--- src/rtl/ble_phy_pkg.sv ---
// Shared definitions for the BLE PHY CRC-16 generator (TX) and checker (RX).
package ble_phy_pkg;

    localparam int unsigned CRC16_LEN  = 16;
    localparam logic [15:0] CRC16_POLY = 16'h1021;

    typedef enum logic [1:0] {
        StIdle    = 2'd0,
        StPayload = 2'd1,
        StAppend  = 2'd2
    } ble_crc_state_e;

    // UAP/DCI lands bit-reversed in the low byte of the CRC register.
    function automatic logic [15:0] crc16_seed(input logic [7:0] uap_dci);
        logic [15:0] s;
        s = '0;
        for (int i = 0; i < 8; i++) begin
            s[i] = uap_dci[7-i];
        end
        return s;
    endfunction

endpackage

--- src/rtl/crc16_lfsr_step_bluetooth.sv ---
// One-bit step of the CRC-16 (x^16+x^12+x^5+1) LFSR; shared by TX and RX.
module crc16_lfsr_step_bluetooth
    import ble_phy_pkg::*;
(
    input  logic [15:0] crc_i,
    input  logic        data_i,
    output logic [15:0] crc_o
);

    logic fb;

    assign fb    = crc_i[15] ^ data_i;
    assign crc_o = {crc_i[14:0], 1'b0} ^ (fb ? CRC16_POLY : 16'h0000);

endmodule

--- src/rtl/tx_payload_crc_appender_bluetooth.sv ---
// Bit-serial TX payload pass-through that appends the CRC-16 MSB first after the last bit.
module tx_payload_crc_appender_bluetooth
    import ble_phy_pkg::*;
#(
    parameter int unsigned CRC_LENGTH = 16
) (
    input  logic       clk,
    input  logic       reset,
    input  logic [7:0] uap_dci,
    input  logic       clear_reg,
    input  logic       data_in,
    input  logic       valid_in,
    input  logic       last_in,
    output logic       data_out,
    output logic       valid_out,
    output logic       busy,
    output logic       crc_done,
    output logic       err_overrun
);

    ble_crc_state_e        state_q;
    logic [CRC_LENGTH-1:0] crc_q;
    logic [15:0]           crc_next;
    logic [3:0]            cnt_q;
    logic                  data_q;
    logic                  valid_q;
    logic                  busy_q;
    logic                  done_q;
    logic                  err_q;

    crc16_lfsr_step_bluetooth u_step (
        .crc_i  (crc_q),
        .data_i (data_in),
        .crc_o  (crc_next)
    );

    always_ff @(posedge clk or negedge reset) begin
        if (!reset) begin
            state_q <= StIdle;
            crc_q   <= '0;
            cnt_q   <= '0;
            data_q  <= 1'b0;
            valid_q <= 1'b0;
            busy_q  <= 1'b0;
            done_q  <= 1'b0;
            err_q   <= 1'b0;
        end else begin
            done_q <= 1'b0;
            unique case (state_q)
                StIdle, StPayload: begin
                    if (valid_in) begin
                        crc_q   <= crc_next;
                        data_q  <= data_in;
                        valid_q <= 1'b1;
                        if (last_in) begin
                            state_q <= StAppend;
                            cnt_q   <= 4'd15;
                            busy_q  <= 1'b1;
                        end else begin
                            state_q <= StPayload;
                        end
                    end else begin
                        valid_q <= 1'b0;
                        // Reseeding is only allowed between packets.
                        if (state_q == StIdle && clear_reg) begin
                            crc_q <= crc16_seed(uap_dci);
                            err_q <= 1'b0;
                        end
                    end
                end
                StAppend: begin
                    data_q  <= crc_q[15];
                    valid_q <= 1'b1;
                    crc_q   <= {crc_q[CRC_LENGTH-2:0], 1'b0};
                    cnt_q   <= cnt_q - 4'd1;
                    if (valid_in) begin
                        err_q <= 1'b1;
                    end
                    if (cnt_q == 4'd0) begin
                        done_q  <= 1'b1;
                        busy_q  <= 1'b0;
                        state_q <= StIdle;
                    end
                end
                default: state_q <= StIdle;
            endcase
        end
    end

    assign data_out    = data_q;
    assign valid_out   = valid_q;
    assign busy        = busy_q;
    assign crc_done    = done_q;
    assign err_overrun = err_q;

endmodule

--- config.mk ---
export PLATFORM = sky130hd
export DESIGN_NAME = tx_payload_crc_appender_bluetooth
export DESIGN_NICKNAME = d
export VERILOG_FILES = /design/src/rtl/ble_phy_pkg.sv /design/src/rtl/crc16_lfsr_step_bluetooth.sv /design/src/rtl/tx_payload_crc_appender_bluetooth.sv
export SDC_FILE = /design/constraint.sdc
export NUM_CORES = 1
export LEC_CHECK = 0
export ABC_AREA = 1
export BUFFER_PORTS_ARGS = -buffer_cell sky130_fd_sc_hd__buf_4
export CORE_MARGIN = 4
export CORE_UTILIZATION = 40
export DETAILED_ROUTE_END_ITERATION = 12
export PLACE_DENSITY = 0.57
export SLEW_MARGIN = 40
export SYNTH_ARGS = -nofsm -noshare
export SYNTH_HDL_FRONTEND = slang
export SYNTH_SLANG_ARGS = --single-unit
export TNS_END_PERCENT = 50
--- constraint.sdc ---
create_clock -name clk -period 1.2 [get_ports clk]
set_input_delay 0.12 -clock clk [delete_from_list [all_inputs] [get_ports clk]]
set_output_delay 0.12 -clock clk [all_outputs]
set_load 0.02 [all_outputs]
Word level (Yosys, flattened, before mapping):

Cells that the tools add are included.

* bits in registers: 27
* memories: 0
* bits of input ports: 14
* logic and storage cells: 56
* output and inout bits: 5
* memory bits (read-only): 0
* RAM bits: 0
* latch bits: 0

* equal/unequal tests: 9
* reduce and logical (&&, ||, !) cells: 11
* multipliers: 0
* shift-type cells: 0
* div/mod/pow operators: 0
* muxes and demuxes: 25
* $add $sub $neg: 1
* $lt $le $gt $ge: 0
* bitwise gates (word level): 2

Operators by type and width (count)
* $mux 16: 2
* $pmux 16 s2: 1
* $xor 16x16->16: 1
* $mux 13: 1
* $ne 2x2->1 const B: 6
* $mux 1: 10
* $mux 4: 2
* $pmux 1 s2: 4
* $pmux 4 s2: 1
* $reduce_and 4->1: 2
* $mux 2: 3
* $reduce_and 2->1: 3
* $logic_not 4->1: 1
* $pmux 2 s2: 1
* $sub 4x1->4 const B: 1
* $ne 3x3->1 const B: 1
* $reduce_and 3->1: 1
* $eq 2x1->1 const B: 1
* $eq 2x2->1 const B: 1
* $logic_not 2->1: 1
* $reduce_bool 2->1: 1
* $reduce_or 2->1: 1
* $logic_and 1x1->1: 1
* $xor 1x1->1: 1

Logic depth before layout (Yosys ltp):

* depth in word-level cells: 5
* depth in mapped cells: 7
* gate-level depth less buffers: 7

Cells and area by module:

Synthesis repeated with hierarchy kept, for this count alone.

* cells, all modules: 225
* area, all modules: 1574.0 µm²

By module, submodules not included
* tx_payload_crc_appender_bluetooth: area each 1407.6 µm², cells an instance 196, instances 1
* crc16_lfsr_step_bluetooth: area each 166.4 µm², cells an instance 29, instances 1

Least setup slack after synthesis:

OpenSTA, ideal clock, no wires.

* path kind: reg2reg
* start point: register state_q[1]
* end point: register crc_q[0]
* path buffers: 1
* cell stages (with the launch flop): 7
* arrival time: 949 ps
* path slack: 127 ps
* clock period less this slack: 1073 ps
* cell sequence: dfrtp_1 inv_2 nand2_2 nand3_4 buf_6 o211ai_1 nand2_1

* cells in the longest elaborated chain, start to end: 4
* elaborated cells on any way between the ends: 9

Ends and longest elaborated chain
* start, declared: line tx_payload_crc_appender_bluetooth.sv:21 `ble_crc_state_e state_q;`
* start signal, assigned: line tx_payload_crc_appender_bluetooth.sv:39 `state_q <= StIdle;`
* start signal, assigned: line tx_payload_crc_appender_bluetooth.sv:56 `state_q <= StAppend;`
* start signal, assigned: line tx_payload_crc_appender_bluetooth.sv:60 `state_q <= StPayload;`
* $eq 2x1->1 / $logic_not 2->1 (equally long branches): line tx_payload_crc_appender_bluetooth.sv:49, tx_payload_crc_appender_bluetooth.sv:65
* $reduce_or 2->1 / $logic_and 1x1->1 (equally long branches): line tx_payload_crc_appender_bluetooth.sv:49, tx_payload_crc_appender_bluetooth.sv:65
* $ne 3x3->1 (no source line) / $reduce_bool 2->1 (equally long branches)
* $reduce_and 2->1 (no source line)
* end signal, assigned: line tx_payload_crc_appender_bluetooth.sv:52 `crc_q <= crc_next;`
* end signal, assigned: line tx_payload_crc_appender_bluetooth.sv:66 `crc_q <= crc16_seed(uap_dci);`
* end signal, assigned: line tx_payload_crc_appender_bluetooth.sv:74 `crc_q <= {crc_q[CRC_LENGTH-2:0], 1'b0};`
* end, declared: line tx_payload_crc_appender_bluetooth.sv:22 `logic [CRC_LENGTH-1:0] crc_q;`

Several ways; a longest one is shown, not always the timed one.
A chain may end at the register's enable or synchronous reset.

Worst setup path after layout:

* start point: register state_q[1]
* end point: register crc_q[2]

The elaborated chain is that of the path after synthesis.

==> run summary <==
Clock slew at reported path FFs - 0.14 ns
Placed inst area - 0.00141 mm2
Internal Power - 2.40 mW
Pin count of the biggest net entering global routing - 28
Endpoint class of the critical path - register
RSZ-0062 raised after global routing - yes
Status - complete, but fails checks
1st-iter DRT viols - 48
Syn_area_per_cell - 8.93 um2
Final hold vios - 0
Final slew viol count - 0
Nets - 187
Seq/Total Area, Yosys - 0.548
Routed length per instance - 13.8 um
P_sw - 1.67 mW
Final ANT Viol Nets - 0
CTS Buf Count - 3
Worst vdd ir - 951 uV
Router iterations before antenna repair - 6
Initial antenna violation count - 0
H-tree depth - 1
Fin crit period - 1.20 ns
Die area - 0.00403 mm2
Initial Util - 0.432
Die Wd - 63.5 um
Leakage power - 0.786 nW
Pwr Density - 2450 mW/mm2
Worst Path Arrival - 1.47 ns
Setup Skew - 0.00112 ns
Final critical-path share of the clock period - 1.00
Worst-Skew Late Latency - 0.33 ns
HPWL after DPL - 1.80 mm
Global route total overflow - 0
Unique masters post-synth - 22
Final setup TNS - -0.000936 ns
Maxcap violations - 0
Seq cells post-synth - 27
Top achievable clock speed - 833 MHz
Max FO, Critical Path - 7
Max clock buf depth - 2
Port bufs - 18
Placed insts - 188
Final worst slack - -0.000936 ns
Relative slew margins - 0.766
# fillers - 261
Syn Nets - 153
RD Place Congestion - 0.746
CTS tree - yes
Final core occ - 0.582
Final setup viols - 1
WL final - 2.79 mm
Drt drc - 0
Sink Count - 27
Row Count - 19
Share of post-route cells with drive strength above 1 - 0.322
Register share of total power - 0.381
Finished Layout Cells - 202
Gate Count Post-Synth - 138
Start-to-end type of the worst setup path - register to register
Violated checks - negative setup slack
Synth warn - 0
Post-DR vias/cell - 5.19
Part of the power in combinational logic - 0.521
Die H - 63.5 um
Post-Place Worst Slack - -0.0228 ns
Most frequent cells in the layout - nand2_1, dfrtp_1, buf_4, inv_1, nor2_1
Crit path launch type - register
Number of global-route vias before repair - 1024
Root Buffer - clkbuf_4
Worst Max-Slew Pin Slew - 0.350 ns
Cell Area, Synth - 0.00123 mm2
Sw Share - 0.411
Core area - 0.00285 mm2
Layout area overhead - 34.7%
First-pass GRT wire length - 4.68 mm
GRT Overall Usage - 0.145
R2R Setup Slk - -0.0009 ns
I/O Pins - 19
Hold WC Path Type - input pin to register
Most common cell after layout, fill and taps aside - nand2_1
Fin area - 0.00166 mm2
Via count - 1049
Clock share of power - 0.099
Number of inserted diodes - 0
WP data required - 1.47 ns
-- power groups by stage --
stage	registers (mW)	logic, mW	clock network (mW)
6_report	1.55	2.12	0.402
5_1_grt	1.60	2.35	0.462
4_1_cts	1.55	1.55	0.408
3_5_place_dp	1.56	1.49	0
3_3_place_gp	1.56	1.46	0
2_1_floorplan	1.58	1.09	0
-- registers in the layout (all words and copies together), names as in the netlist --
name and flops:
crc_done 1, busy 1, cnt_q 4, err_overrun 1, crc_q 16, valid_out 1
data_out 1, state_q 2
-- timing repair --
action | 4_1_cts | 5_1_grt
endpoints found under the setup margin | 10 | 19
cloned | 1 | 2
hold endpoints to repair | 28 | 0
setup buffers | 0 | 5
hold buffers | 2 | 0
resized for setup | 4 | 20
pin swaps | 1 | 7
-- area by class of cell --
class	count	area, um2	share of cell area
clock buffers	4	26.3	0.0158
well taps	31	38.8	0.0234
flip-flops and latches	27	678	0.408
inverters	16	62.6	0.0377
repair buffers	29	255	0.154
multi-input cells	95	599	0.361
-- critical path: stages, from the launching register on --
cell	delay, ns
dfrtp_2	0.47
buf_12	0.14
nand2_8	0.10
buf_12	0.11
nand3_2	0.16
a31oi_4	0.17
-- Yosys cell counts --
cell type	n	area, um2
nor2_1	13	48.8
o31ai_1	1	7.51
buf_4	1	7.51
a21boi_0	1	7.51
o21ai_0	4	20.0
dfrtp_1	27	676
o21ai_1	3	15.0
nand3b_1	2	15.0
buf_6	2	22.5
nand2_2	2	12.5
nor2_4	1	11.3
nand3_1	11	55.1
inv_2	4	15.0
nand2_4	1	11.3
nand2_1	36	135
ha_1	1	12.5
o22ai_1	6	37.5
o211ai_1	2	15.0
a31oi_1	6	37.5
a22oi_1	1	7.51
nand3_4	1	17.5
inv_1	12	45.0
-- path summary, 6_finish.rpt --
check,startpoint,cells after the start,to
worst min register to register,crc_q[7]$_DFFE_PN0P_,2,crc_q[8]$_DFFE_PN0P_
worst max register to register,state_q[1]$_DFFE_PN0P_,5,crc_q[2]$_DFFE_PN0P_
worst min-delay path,uap_dci[7],3,crc_q[0]$_DFFE_PN0P_
worst max-delay path,state_q[1]$_DFFE_PN0P_,5,crc_q[2]$_DFFE_PN0P_
min in group asynchronous,reset,2,valid_out$_DFFE_PN0P_
max in group asynchronous,reset,2,state_q[0]$_DFFE_PN0P_
-- logic make-up (layout without fill, tap and decap cells) --
group,Yosys count,after routing,share of synthesized area
AOI/OAI and AO/OA,24,24,0.120
DFF,27,27,0.548
buffers and inverters,19,49,0.0731
adders and majority gates,1,1,0.0102
and+or+nand+nor,67,70,0.249
-- metrics by stage --
step / hold slack [ns] / power (mW)
after global placement: 0.0528 / 3.02
after CTS: 0.0202 / 3.51
final: 0.0186 / 4.07
after detailed placement: 0.0554 / 3.05
after floorplan: -0.176 / 2.66
after global routing: 0.00523 / 4.42
-- metal layers --
metal / GRT usage / wire (um) / up-vias / part of all wire
li1: - / - / 530 / -
met1: 0.187 / 1230 / 492 / 0.44
met2: 0.237 / 1400 / 23 / 0.50
met3: 0.0320 / 127 / 4 / 0.045
met4: 0.0485 / 36 / 0 / 0.013
met5: 0 / 0 / - / 0
Note: power is estimated with default switching activity, not from simulation.
